## src/rtl/fp_multiplier_stage2.sv

```systemverilog
// FP multiplier stage 2: two-deep pipelined unsigned significand multiply.
// Partial products are registered first, then summed into the product.
module fp_multiplier_stage2 #(
    parameter int OPERAND_WIDTH = 32,
    parameter int HALF_WIDTH    = OPERAND_WIDTH / 2,
    parameter int PRODUCT_WIDTH = 2 * OPERAND_WIDTH
) (
    input  logic                     clk,
    input  logic                     reset,
    input  logic                     stall,
    input  logic                     mul1_valid,
    input  logic [OPERAND_WIDTH-1:0] mul1_muliplicand,
    input  logic [OPERAND_WIDTH-1:0] mul1_multiplier,
    input  logic [7:0]               mul1_exponent,
    input  logic                     mul1_sign,
    input  logic                     mul1_overflow,
    input  logic                     mul1_underflow,
    output logic                     mul2_valid,
    output logic [PRODUCT_WIDTH-1:0] mul2_product,
    output logic [7:0]               mul2_exponent,
    output logic                     mul2_sign,
    output logic                     mul2_overflow,
    output logic                     mul2_underflow
);

    localparam int PP_WIDTH  = 2 * HALF_WIDTH;
    localparam int MID_WIDTH = PP_WIDTH + 1;

    logic [HALF_WIDTH-1:0] a_lo, a_hi, b_lo, b_hi;
    logic [PP_WIDTH-1:0]   ll_c, lh_c, hl_c, hh_c;

    logic [PP_WIDTH-1:0]   pp_ll, pp_lh, pp_hl, pp_hh;
    logic                  valid_p;
    logic [7:0]            exponent_p;
    logic                  sign_p;
    logic                  overflow_p;
    logic                  underflow_p;

    logic [MID_WIDTH-1:0]     mid_sum;
    logic [PRODUCT_WIDTH-1:0] product_c;

    assign a_lo = mul1_muliplicand[HALF_WIDTH-1:0];
    assign a_hi = mul1_muliplicand[OPERAND_WIDTH-1:HALF_WIDTH];
    assign b_lo = mul1_multiplier[HALF_WIDTH-1:0];
    assign b_hi = mul1_multiplier[OPERAND_WIDTH-1:HALF_WIDTH];

    assign ll_c = PP_WIDTH'(a_lo) * PP_WIDTH'(b_lo);
    assign lh_c = PP_WIDTH'(a_lo) * PP_WIDTH'(b_hi);
    assign hl_c = PP_WIDTH'(a_hi) * PP_WIDTH'(b_lo);
    assign hh_c = PP_WIDTH'(a_hi) * PP_WIDTH'(b_hi);

    // Middle sum keeps one extra bit so the cross-term carry survives
    assign mid_sum   = {1'b0, pp_lh} + {1'b0, pp_hl};
    assign product_c = PRODUCT_WIDTH'(pp_ll)
                     + (PRODUCT_WIDTH'(mid_sum) << HALF_WIDTH)
                     + (PRODUCT_WIDTH'(pp_hh) << OPERAND_WIDTH);

    always_ff @(posedge clk or posedge reset) begin
        if (reset) begin
            pp_ll       <= '0;
            pp_lh       <= '0;
            pp_hl       <= '0;
            pp_hh       <= '0;
            valid_p     <= 1'b0;
            exponent_p  <= '0;
            sign_p      <= 1'b0;
            overflow_p  <= 1'b0;
            underflow_p <= 1'b0;
        end else if (!stall) begin
            pp_ll       <= ll_c;
            pp_lh       <= lh_c;
            pp_hl       <= hl_c;
            pp_hh       <= hh_c;
            valid_p     <= mul1_valid;
            exponent_p  <= mul1_exponent;
            sign_p      <= mul1_sign;
            overflow_p  <= mul1_overflow;
            underflow_p <= mul1_underflow;
        end
    end

    always_ff @(posedge clk or posedge reset) begin
        if (reset) begin
            mul2_valid     <= 1'b0;
            mul2_product   <= '0;
            mul2_exponent  <= '0;
            mul2_sign      <= 1'b0;
            mul2_overflow  <= 1'b0;
            mul2_underflow <= 1'b0;
        end else if (!stall) begin
            mul2_valid     <= valid_p;
            mul2_product   <= product_c;
            mul2_exponent  <= exponent_p;
            mul2_sign      <= sign_p;
            mul2_overflow  <= overflow_p;
            mul2_underflow <= underflow_p;
        end
    end

endmodule

```

## config.mk

```make
export PLATFORM = sky130hd
export DESIGN_NAME = fp_multiplier_stage2
export DESIGN_NICKNAME = d
export VERILOG_FILES = /design/src/rtl/fp_multiplier_stage2.sv
export SDC_FILE = /design/constraint.sdc
export NUM_CORES = 2
export LEC_CHECK = 0
export CORE_MARGIN = 2
export CORE_UTILIZATION = 25
export DETAILED_ROUTE_END_ITERATION = 8
export PLACE_DENSITY = 0.44
export SETUP_SLACK_MARGIN = 0.2
export SLEW_MARGIN = 20
export SYNTH_ARGS = -nofsm -noshare
export SYNTH_HDL_FRONTEND = slang
export SYNTH_SLANG_ARGS = --single-unit
```

## constraint.sdc

```tcl
create_clock -name clk -period 7.34 [get_ports clk]
set_input_delay 1.101 -clock clk [delete_from_list [all_inputs] [get_ports clk]]
set_output_delay 1.101 -clock clk [all_outputs]
set_load 0.01 [all_outputs]
```

==> impl_metrics.env <==
export IMPL_status="completed"
export IMPL_yosys_top_cells_area="fa_1, ha_1, dfrtp_1, inv_1, and2_1"
export IMPL_drtAntennaViolNets=0
export IMPL_finalSetupViolations=0
export IMPL_crit_fanout=7
export IMPL_synth_area_mm2=0.0448
export IMPL_period_needed_ns=6.94
export IMPL_r2r_cells=19
export IMPL_portBuffers=154
export IMPL_viasPerCell=4.39
export IMPL_ff_latch_area_mm2=0.00541
export IMPL_skew_ns=0.0441
export IMPL_num_fill_cells=19000
export IMPL_fin_setup_tns_ns=0
export IMPL_muxShareOfSynthArea=0.0180
export IMPL_ys_seq_area_frac=0.121
export IMPL_syn_to_final_growth_pct=21.0
export IMPL_worst_slack_ns=0.400
export IMPL_vias=34200
export IMPL_dr_pass1_iters=5
export IMPL_relSlewSlack=0.404
export IMPL_netlist_cell_type_count=80
export IMPL_ioPinCount=155
export IMPL_start_util=0.251
export IMPL_fin_nets=6755
export IMPL_yosysTopAreaCell="fa_1"
export IMPL_worstPathRequired_ns=7.85
export IMPL_cts_htree_levels=1
export IMPL_final_core_util=0.304
export IMPL_grt_max_degree=150
export IMPL_routabilityCongestion=0.823
export IMPL_synth_edff_count=0
export IMPL_chipWidth_um=428
export IMPL_die_h_um=428
export IMPL_hpwl_um=117000
export IMPL_cp_start_kind="input port"
export IMPL_rsz0062_at_grt="yes"
export IMPL_placeableCoreArea_mm2=0.178
export IMPL_drive_above_1_share=0.119
export IMPL_yosys_warnings=0
export IMPL_cap_violations=0
export IMPL_async_flop_share=1.00
export IMPL_grt_pass1_vias=36800
export IMPL_syn_inst=4997
export IMPL_grt_busiest_layer="met2"
export IMPL_hp_class="reg2reg"
export IMPL_worstPathArrival_ns=7.45
export IMPL_clock_sinks=216
export IMPL_grt_use_met3=0.0112
export IMPL_synth_nets=6335
export IMPL_synthAdderAreaFrac=0.482
export IMPL_gr_usage_all_layers=0.153
export IMPL_synth_main_ff_cell="dfrtp_1"
export IMPL_drtIter0Drc=1589
export IMPL_wirelength_um=137000
export IMPL_grt_overflow=0
export IMPL_end_kind="register"
export IMPL_ys_seq_elements=216
export IMPL_fin_crit_sh=0.946
export IMPL_wl_per_cell_um=17.6
export IMPL_drc=0
export IMPL_finalInstanceArea_mm2=0.0542
export IMPL_avgSynthCellArea_um2=8.97
export IMPL_multi_input_area_mm2=0.0352
export IMPL_cts_root_buf="clkbuf_16"
export IMPL_antenna_found_initial=5
export IMPL_synth_compound_area_frac=0.0873
export IMPL_synth_simple_area_share=0.163
export IMPL_critPathKind="in2reg"
export IMPL_die_area_mm2=0.183
export IMPL_cts_buffers=29
export IMPL_met1_usage=0.198
export IMPL_grt_pass1_wl_um=217000
export IMPL_hold_depth=2
export IMPL_yosys_area_top_type_share=0.347
export IMPL_tightest_slew_ns=0.894
export IMPL_drv_slew=0
export IMPL_pre_cts_ws_ns=-0.381
export IMPL_use_met2=0.285
export IMPL_fmax_mhz=144
export IMPL_cts_tree="done"
export IMPL_insertion_delay_ns=0.62
export IMPL_clk_pin_slew_ns=0.06
export IMPL_cts_buffer_depth=3
export IMPL_synth_top_family_by_area="adder cells"
export IMPL_rows=155
export IMPL_dpl_instance_area_mm2=0.0531
export IMPL_hold_viol_final=0
export IMPL_synth_xor_area_frac=0.0324
[synth_stat cells, types with 22 or more instances]
| master | instances |
|---|---|
| clkbuf_1 | 231 |
| and2_1 | 475 |
| nand3_1 | 32 |
| a31oi_1 | 24 |
| fa_1 | 778 |
| o21ai_1 | 93 |
| a21oi_1 | 134 |
| ha_1 | 481 |
| xnor2_1 | 107 |
| mux2_2 | 69 |
| o21ai_0 | 103 |
| inv_1 | 913 |
| o21a_1 | 24 |
| xor2_1 | 59 |
| nand2_1 | 781 |
| a21o_1 | 79 |
| dfrtp_1 | 216 |
| nor2_1 | 73 |
| o21bai_1 | 31 |
| nand2b_1 | 22 |
[layer usage]
layer  vias up  share of wire
met1     17400           0.44
met3        68          0.022
met5         -       0.000088
met2       384           0.53
met4         2          0.011
li1      16300              -
[critical path, stage by stage]
cell and delay (ns):
clkdlybuf4s50_1 0.46, buf_12 0.17, buf_12 0.13, buf_4 0.15
and2_1 0.17, fa_1 0.50, inv_1 0.06, fa_1 0.40
fa_1 0.54, inv_1 0.05, fa_1 0.44, fa_1 0.55
inv_1 0.07, fa_1 0.48, inv_1 0.04, ha_1 0.29
a21o_1 0.18, a21o_1 0.17, a21oi_1 0.19, o31ai_1 0.12
a311oi_2 0.33, buf_4 0.18, o21ai_2 0.09, a31oi_2 0.23
nor4b_1 0.07, a211o_1 0.25
[cell families after synthesis]
family / Yosys count
AND/OR/NAND/NOR: 1505
adder cells (fa/ha/maj): 1259
buffers and inverters: 1162
AO/OA/AOI/OAI: 617
flip-flops: 216
XOR/XNOR: 166
multiplexers: 72
[layout by cell type (no fill, tap or decap), types with 18 or more instances in the layout]
cell type	instances
buf_12	86
nand2_1	781
a21oi_1	128
o21bai_1	31
mux2_2	69
nor2_1	73
nor3_1	18
buf_4	394
clkdlybuf4s50_1	150
xor2_1	58
ha_1	481
o21a_1	24
nand4_1	20
o21ai_0	101
a21o_1	79
a211oi_1	18
nand3_1	32
fa_1	778
nand2b_1	22
inv_1	912
and2_1	475
a31oi_1	20
clkbuf_16	29
dfrtp_1	216
xnor2_1	107
o21ai_1	93
[metrics by stage]
| step | std cells | hold WS (ns) |
|---|---|---|
| after floorplan | 4997 | 0.448 |
| after global placement | 7740 | 0.465 |
| after detailed placement | 7740 | 0.474 |
| after CTS | 7793 | 0.489 |
| after global routing | 7795 | 0.511 |
| final | 7797 | 0.481 |
[registers in the layout, indices dropped and copies added, names as in the netlist, 8 cells and up]
| name | flops |
|---|---|
| exponent_p | 8 |
| mul2_exponent | 8 |
| mul2_product | 64 |
| pp_hh | 32 |
| pp_hl | 32 |
| pp_lh | 32 |
| pp_ll | 32 |
[final cells by class]
type	count	area share
Antenna cell	3	0.000138
Clock buffer	37	0.0147
Clock inverter	16	0.00328
Inverter	913	0.0633
Multi-Input combinational cell	3619	0.649
Sequential cell	216	0.0996
Tap cell	2355	0.0543
Timing Repair Buffer	638	0.116
[timing repair]
| item | CTS | global route |
|---|---|---|
| endpoints found under the hold margin | 0 | 0 |
| setup buffers | 0 | 1 |
| hold buffers | 0 | 0 |
| endpoints found under the setup margin | 0 | 30 |
| resized for setup | 0 | 37 |
[final timing paths]
kind / startpoint / endpoint / slack (ns)
hold reg to reg: pp_ll[11] / pp_ll[11] / 0.48
hold / removal: pp_ll[11] / pp_ll[11] / 0.48
max in group asynchronous: reset / pp_hh[17] / 4.94
min in group asynchronous: reset / mul2_exponent[4] / 1.00
setup / recovery: mul1_muliplicand[22] / pp_hl[28] / 0.40
setup reg to reg: pp_lh[0] / mul2_product[57] / 1.69
Power is not shown: default switching activity piles up to over one toggle a cycle in this logic, so the estimate is an artifact.
